File: config.mk
export PLATFORM = sky130hd
export DESIGN_NAME = start_dispatch
export DESIGN_NICKNAME = d
export VERILOG_FILES = /design/src/rtl/start_dispatch.sv
export SDC_FILE = /design/constraint.sdc
export NUM_CORES = 1
export LEC_CHECK = 0
export ABC_AREA = 1
export BUFFER_PORTS_ARGS = -buffer_cell sky130_fd_sc_hd__clkbuf_2
export CORE_MARGIN = 4
export CORE_UTILIZATION = 33
export DETAILED_ROUTE_END_ITERATION = 8
export SLEW_MARGIN = 20
export SYNTH_ARGS = -nofsm -noshare
export SYNTH_HDL_FRONTEND = slang
export SYNTH_SLANG_ARGS = --single-unit
export TNS_END_PERCENT = 20
File: constraint.sdc
create_clock -name CLK -period 1.9 [get_ports CLK]
set_input_delay 0.19 -clock CLK [delete_from_list [all_inputs] [get_ports CLK]]
set_output_delay 0.19 -clock CLK [all_outputs]
set_load 0.02 [all_outputs]
File: src/rtl/start_dispatch.sv
`timescale 1ns/1ps
`default_nettype none
// ============================================================================
// Module      : start_dispatch
// Description : Queues tagged jobs and hands them to a worker one at a time,
//               watching for completion with a watchdog and reporting results.
// Revision    : 1.0 - initial release
// ============================================================================
module start_dispatch #(
    parameter int DEPTH   = 4,
    parameter int TIMEOUT = 64
) (
    input  logic        CLK,
    input  logic        RST,
    input  logic        request__ENA,
    output logic        request__RDY,
    input  logic [7:0]  request_tag,
    output logic        startSignal__ENA,
    input  logic        startSignal__RDY,
    input  logic        busy,
    input  logic        busy__RDY,
    output logic        done__ENA,
    input  logic        done__RDY,
    output logic [7:0]  done_tag,
    output logic        done_timeout,
    output logic [15:0] issued_count,
    output logic        timeout_err
);

    localparam int                 c_PTR_W   = (DEPTH > 1) ? $clog2(DEPTH) : 1;
    localparam int                 c_CNT_W   = $clog2(DEPTH + 1);
    localparam logic [c_CNT_W-1:0] c_DEPTH   = c_CNT_W'(DEPTH);
    localparam logic [15:0]        c_WD_LAST = 16'(TIMEOUT - 1);

    typedef enum logic [2:0] {
        S_IDLE      = 3'd0,
        S_ISSUE     = 3'd1,
        S_WAIT_BUSY = 3'd2,
        S_WAIT_DONE = 3'd3,
        S_REPORT    = 3'd4
    } state_t;

    state_t             r_state;
    logic [7:0]         r_mem [DEPTH];
    logic [c_PTR_W-1:0] r_wrPtr;
    logic [c_PTR_W-1:0] r_rdPtr;
    logic [c_CNT_W-1:0] r_count;
    logic [15:0]        r_watchdog;
    logic [7:0]         r_jobTag;
    logic               r_doneEna;

    logic w_busy;
    logic w_push;
    logic w_pop;

    // An unqualified busy is ignored so a stale level cannot hold a job open.
    assign w_busy = busy & busy__RDY;

    assign request__RDY     = RST | (r_count < c_DEPTH);
    assign startSignal__ENA = ~RST & (r_state == S_ISSUE) & startSignal__RDY;
    assign done__ENA        = ~RST & r_doneEna;

    assign w_push = request__ENA & request__RDY;
    assign w_pop  = startSignal__ENA;

    always_ff @(posedge CLK) begin
        if (w_push) begin
            r_mem[r_wrPtr] <= request_tag;
        end
    end

    always_ff @(posedge CLK) begin
        if (RST) begin
            r_wrPtr <= '0;
            r_rdPtr <= '0;
            r_count <= '0;
        end else begin
            if (w_push) begin
                r_wrPtr <= r_wrPtr + c_PTR_W'(1);
            end
            if (w_pop) begin
                r_rdPtr <= r_rdPtr + c_PTR_W'(1);
            end
            case ({w_push, w_pop})
                2'b10:   r_count <= r_count + c_CNT_W'(1);
                2'b01:   r_count <= r_count - c_CNT_W'(1);
                default: r_count <= r_count;
            endcase
        end
    end

    always_ff @(posedge CLK) begin
        if (RST) begin
            r_state      <= S_IDLE;
            r_watchdog   <= '0;
            r_jobTag     <= '0;
            r_doneEna    <= 1'b0;
            done_tag     <= '0;
            done_timeout <= 1'b0;
            issued_count <= '0;
            timeout_err  <= 1'b0;
        end else begin
            case (r_state)
                S_IDLE: begin
                    if (r_count != '0) begin
                        r_state <= S_ISSUE;
                    end
                end
                S_ISSUE: begin
                    if (startSignal__RDY) begin
                        r_jobTag     <= r_mem[r_rdPtr];
                        issued_count <= issued_count + 16'd1;
                        r_state      <= S_WAIT_BUSY;
                    end
                end
                S_WAIT_BUSY: begin
                    r_watchdog <= '0;
                    if (w_busy) begin
                        r_state <= S_WAIT_DONE;
                    end else begin
                        done_tag     <= r_jobTag;
                        done_timeout <= 1'b0;
                        r_doneEna    <= 1'b1;
                        r_state      <= S_REPORT;
                    end
                end
                S_WAIT_DONE: begin
                    if (!w_busy) begin
                        done_tag     <= r_jobTag;
                        done_timeout <= 1'b0;
                        r_doneEna    <= 1'b1;
                        r_state      <= S_REPORT;
                    end else if (r_watchdog == c_WD_LAST) begin
                        done_tag     <= r_jobTag;
                        done_timeout <= 1'b1;
                        timeout_err  <= 1'b1;
                        r_doneEna    <= 1'b1;
                        r_state      <= S_REPORT;
                    end else begin
                        r_watchdog <= r_watchdog + 16'd1;
                    end
                end
                S_REPORT: begin
                    if (done__RDY) begin
                        r_doneEna <= 1'b0;
                        r_state   <= S_IDLE;
                    end
                end
                default: begin
                    r_doneEna <= 1'b0;
                    r_state   <= S_IDLE;
                end
            endcase
        end
    end

endmodule
`default_nettype wire
==> reports/qor.yml, run 1 <==
status: "completed"
cts_buffers: 9
hp-class: "input pin to flop"
cts.path.max_buffers: 2
synth_seq_cells: 93
setup_ws_ns: 0.0828
cts.sinks: 93
mostFrequentLayoutCells: "nor2_1 (100), nand2_1 (94), dfxtp_1 (58), inv_1 (53)"
drive_gt1_share_pct: 17.7
final_common_cell: "nor2_1"
slew_headroom_pct: 71.1
reg2reg_depth: 12
worst_pin_slew_ns: 0.433
drc: 0
antenna_found_initial: 0
cts_root_buf: "clkbuf_16"
ys_warn_count: 0
crit_buf_inv: 3
wl_met1_um: 4360
hold_violations: 0
dp_hpwl_um: 6870
start_util_pct: 33.9
ys_seq_area_share_pct: 50.9
io_buffers: 43
ir_worst_vdd_mv: 0.606
skew_ns: 0.00401
cts_tree: "done"
synth_nets: 558
grt_max_degree: 43
min_path_cells: 1
critPathArrivalTime_ns: 2.05
critPathTopFamily: "adder cells"
fin_nets: 612
cts_max_level: 3
clk_latency_ns: 0.35
rsz0062_at_grt: "true"
antenna-diode-count: 0
crit_chain: "inv_2 > nand3_4 > inv_4 > nand2_4 > nor2_4 > ha_4 > inv_2 > fa_2 > a21oi_2 > o21ai_2 > o21ai_1 > a21oi_1"
io_pins: 44
fmax_mhz: 550
syn_area_um2: 4290
period_share_pct: 95.6
grt_pass1_vias: 3401
dp_cells: 747
grt_usage_pct: 13.8
path_max_fanout: 3
top_layer_used: "met4"
place_ws_ns: 0.0909
cts_hold_buffers: 0
die_h_um: 122
grt_pass1_wl_um: 16300
die_x_um: 122
fin_cells: 766
worst_path_max_delay_cell: "fa_2"
leakage_nw: 2.00
critical_path_cell_count: 12
synth_cell_type_count: 36
drt_wl_total_um: 9630
slowest_delay_ns: 0.38
utilization_pct: 40.2
num_rows: 41
cap_violations: 0
dieArea_um2: 14900
path_class: "flop to flop"
syn_area_per_cell_um2: 8.02
powerDensity_nw_per_um2: 1080
hold-worst-slack_ns: 0.0553
maxSlewViolCount: 0
synth_cells: 535
wl_met2_um: 4580
core-area_um2: 12700
wl_per_cell_um: 12.6
drt_first_pass_iters: 4
antenna_left: 0
fin_crit_ns: 1.82
n_fill_cell: 1291
required_ns: 2.14
place.gp.congestion: 0.868
areaGrowthSynthToFinish_pct: 18.8
setup_viol: 0
cp-start-kind: "flop"
wl_met3_um: 507
grt_overflow_total: 0
first_iter_violations: 197
dr_total_vias: 3536
cp_common_cell: "inv_2"
cts.clk_slew.worst_paths_ns: 0.06
worstSetupEndpointType: "flop"
viasPerCell: 4.62
registers in the layout (all words and copies together), names as in the netlist:
register,count
done_tag,8
done_timeout,1
issued_count,16
r_count,3
r_doneEna,1
r_jobTag,8
r_mem,32
r_rdPtr,2
r_state,3
r_watchdog,16
r_wrPtr,2
timeout_err,1
what timing repair did:
action	4_1_cts	5_1_grt
gates resized for setup	0	11
buffers inserted	0	3
setup endpoints to repair	0	16
report_power, final:
part | internal [mW] | leakage [nW] | switching [mW] | total (mW)
combinational | 0.441 | 1.06 | 0.887 | 1.33
sequential | 2.26 | 0.790 | 0.116 | 2.38
clock | 1.04 | 0.144 | 0.752 | 1.79
total | 3.74 | 2.00 | 1.76 | 5.50
cells in the mapped netlist (all sizes together):
cell type / count / share of area, %
a22oi: 1 / 0.18
buf: 9 / 1.5
and3: 1 / 0.15
nor2: 108 / 11
o211ai: 1 / 0.18
o21ai: 54 / 6.3
ha: 7 / 2.0
nand3: 28 / 3.9
and2: 1 / 0.15
clkinv: 1 / 0.087
fa: 1 / 0.47
xor2: 3 / 0.61
nand4: 7 / 1.0
clkbuf: 7 / 0.61
inv: 58 / 5.1
edfxtp: 32 / 22
nand3b: 1 / 0.18
nand2: 100 / 9.3
nor3: 5 / 0.58
xnor2: 1 / 0.20
a211oi: 1 / 0.18
a31oi: 8 / 1.2
a21oi: 37 / 4.3
nor3b: 2 / 0.35
dfxtp: 61 / 28
through the flow:
| stage | setup TNS (ns) | instance area, um^2 | power (mW) |
|---|---|---|---|
| floorplan | 0 | 4310 | 3.37 |
| global placement | 0 | 4750 | 3.66 |
| detailed placement | 0 | 4750 | 3.69 |
| CTS | 0 | 5040 | 5.51 |
| global route | -0.0817 | 5100 | 5.86 |
| finish | 0 | 5100 | 5.50 |
cells by family (layout without fill, tap and decap cells):
group / count (synthesis) / count (layout) / share of synthesized area (%)
AO/OA/AOI/OAI: 102 / 102 / 12.3
AND/OR/NAND/NOR: 253 / 253 / 26.2
XOR/XNOR: 4 / 4 / 0.817
buffers and inverters: 75 / 134 / 7.32
adder cells (fa/ha/maj): 8 / 8 / 2.51
flip-flops: 93 / 93 / 50.9
per-layer routing:
| metal | up-vias | global-route usage, % |
|---|---|---|
| met4 | 0 | 5.39 |
| met1 | 1583 | 17.0 |
| met2 | 81 | 23.1 |
| met3 | 13 | 3.53 |
| met5 | - | 0 |
| li1 | 1859 | - |
worst paths after layout:
| check | from | to | slack (ns) |
|---|---|---|---|
| max | r_state[2] | r_count[2] | 0.08 |
| min | request_tag[4] | r_mem[2][4] | 0.06 |
| max reg2reg | r_state[2] | r_count[2] | 0.08 |
| min reg2reg | timeout_err | timeout_err | 0.45 |
cell type report:
| class | instances | area [um^2] | area share, % |
|---|---|---|---|
| clock buffers | 11 | 236 | 4.64 |
| clock inverters | 5 | 60.1 | 1.18 |
| inverters | 59 | 226 | 4.44 |
| multi-input cells | 367 | 1840 | 36.0 |
| flip-flops and latches | 93 | 2190 | 42.9 |
| well taps | 172 | 215 | 4.22 |
| repair buffers | 59 | 335 | 6.58 |
Power figures use the tool's default switching activity.
==> inputs of run 2 (changes only) <==
- CELL_PAD_IN_SITES_DETAIL_PLACEMENT: unset -> 1
- CELL_PAD_IN_SITES_GLOBAL_PLACEMENT: unset -> 1
- PLACE_DENSITY_LB_ADDON: unset -> 0.1
==> reports/qor.yml, run 2 (synthesis results as in run 1) <==
cts_buffers: 9  # unchanged
num_rows: 41  # unchanged
fin_crit_ns: 1.80  # -0.0187 ns
cts_tree: "done"
worst_pin_slew_ns: 0.441  # +0.00841 ns
clkPwrFrac_pct: 32.1  # -0.5 points
drive_gt1_share_pct: 17.8  # +0.11 points
maxSlewViolCount: 0  # unchanged
period_share_pct: 94.7  # -0.99 points
cts.path.max_buffers: 2  # unchanged
worst_path_max_delay_cell: "fa_2"
dp_cells: 749  # +0.27%
p_switching_mw: 1.85  # +5.2%
rsz0062_at_grt: "true"
antenna_left: 0  # unchanged
cts.clk_slew.worst_paths_ns: 0.07  # about the same
reg_top3: "r_mem (32), issued_count (16), r_watchdog (16)"
antenna-diode-count: 0  # unchanged
critPathArrivalTime_ns: 2.04  # about the same
dp_hpwl_um: 7950  # +16%
drc: 0  # unchanged
cts_root_buf: "clkbuf_16"
areaGrowthSynthToFinish_pct: 18.5
cp-start-kind: "flop"
worstSetupEndpointType: "flop"
drt_wl_total_um: 10800  # +12%
slew_headroom_pct: 70.5  # -0.59 points
clk_latency_ns: 0.35  # about the same
grt_pass1_wl_um: 18200  # +12%
first_iter_violations: 146  # -26%
cap_violations: 0  # unchanged
leakage_nw: 2.01  # +0.46%
grt_pass1_vias: 3614  # +6.3%
final_common_cell: "nor2_1"
fin_cells: 768  # +0.26%
dr_total_vias: 3587  # +1.4%
fin_setup_tns_ns: 0  # unchanged
die_h_um: 122  # unchanged
skew_ns: 0.00643  # +0.00242 ns
grt_overflow_total: 0  # unchanged
start_util_pct: 33.9  # unchanged
io_pins: 44  # unchanged
fmax_mhz: 556  # +1.0%
hold_violations: 0  # unchanged
path_max_fanout: 3  # unchanged
cts.sinks: 93  # unchanged
internal-power_mw: 3.63  # -2.9%
mostFrequentLayoutCells: "nor2_1 (100), nand2_1 (94), dfxtp_1 (58), inv_1 (53), o21ai_0 (44)"
p_comb_share_pct: 24.6  # +0.4 points
fin_area_um2: 5080  # -0.27%
setup_ws_ns: 0.102  # +0.0187 ns
powerDensity_nw_per_um2: 1080  # about the same
viasPerCell: 4.67  # +1.2%
grt_max_degree: 43  # unchanged
core-area_um2: 12700  # unchanged
place.gp.congestion: 0.768  # -12%
p_total_mw: 5.48  # -0.32%
n_fill_cell: 1584  # +23%
largest_register_ffs: 32  # unchanged
wl_per_cell_um: 14.0  # +12%
hp-class: "input pin to flop"
antenna_found_initial: 0  # unchanged
slowest_delay_ns: 0.36  # -0.02 ns
drt_first_pass_iters: 4  # unchanged
regMostFlops: "r_mem"
grt_usage_pct: 15.6  # +1.8 points
crit_chain: "inv_2 > nand3_4 > inv_4 > nand2_4 > nor2_4 > ha_2 > inv_2 > fa_2 > a21oi_2 > o21ai_1 > o21ai_1 > a21oi_1"
path_class: "flop to flop"
hold-worst-slack_ns: 0.0588  # +0.00353 ns
dieArea_um2: 14900  # unchanged
p_sw_share_pct: 33.7  # +1.8 points
io_buffers: 43  # unchanged
required_ns: 2.14  # about the same
status: "completed"
sequentialPowerShare_pct: 43.3  # about the same
place_ws_ns: 0.0795  # -0.0114 ns
utilization_pct: 40.1  # -0.11 points
setup_viol: 0  # unchanged
ir_worst_vdd_mv: 0.691  # +14%
placed_area_um2: 4760  # +0.32%
fin_nets: 614  # +0.33%
cts_max_level: 3  # unchanged
die_x_um: 122  # unchanged
-- run 2: changes by cell type in the layout (fill, tap and decap cells not counted), sizes merged --
cell / delta
clkinv: -1
buf: +2
inv: +3
clkbuf: -1
bufinv: -1
-- run 2: power groups by stage --
stage / registers (mW) / clock network, mW / logic, mW
final: 2.37 / 1.76 / 1.35
after detailed placement: 2.42 / 0 / 1.33
after floorplan: 2.46 / 0 / 0.910
after global routing: 2.39 / 1.92 / 1.54
after CTS: 2.37 / 1.84 / 1.33
after global placement: 2.41 / 0 / 1.30
-- run 2: path summary, 6_finish.rpt --
check            startpoint           to  slack, ns  cells past startpoint
min reg2reg      r_count[0]   r_count[0]       0.45                      1
max reg2reg      r_state[2]   r_count[2]       0.10                     12
min          request_tag[5]  r_mem[0][5]       0.06                      1
max              r_state[2]   r_count[2]       0.10                     12
-- run 2: layer usage --
metal | share of wire (%) | GRT usage (%) | wire length, um | up-vias
met4 | 1.4 | 4.69 | 149 | 0
met5 | 0 | 0 | 0 | -
li1 | - | - | - | 1864
met3 | 3.6 | 4.22 | 389 | 13
met2 | 48 | 25.7 | 5180 | 41
met1 | 47 | 20.1 | 5050 | 1669
-- run 2: cell type report --
class	count	area, um^2	area share [%]
flip-flops and latches	93	2190	43.0
multi-input cells	367	1820	35.8
clock buffers	10	233	4.58
clock inverters	6	53.8	1.06
repair buffers	61	350	6.89
well taps	172	215	4.23
inverters	59	224	4.40
-- run 2: what timing repair did --
action	in CTS	in global routing
setup endpoints to repair	0	7
setup buffers	0	3
hold buffers	0	0
resized for setup	0	6
-- run 2: critical path: cells and delay by family (launching register included) --
kind	cells	cell delay, ns
adders and majority gates	2	0.53
buffers and inverters	3	0.20
and+or+nand+nor	3	0.25
AOI/OAI and AO/OA	4	0.39
DFF	1	0.33
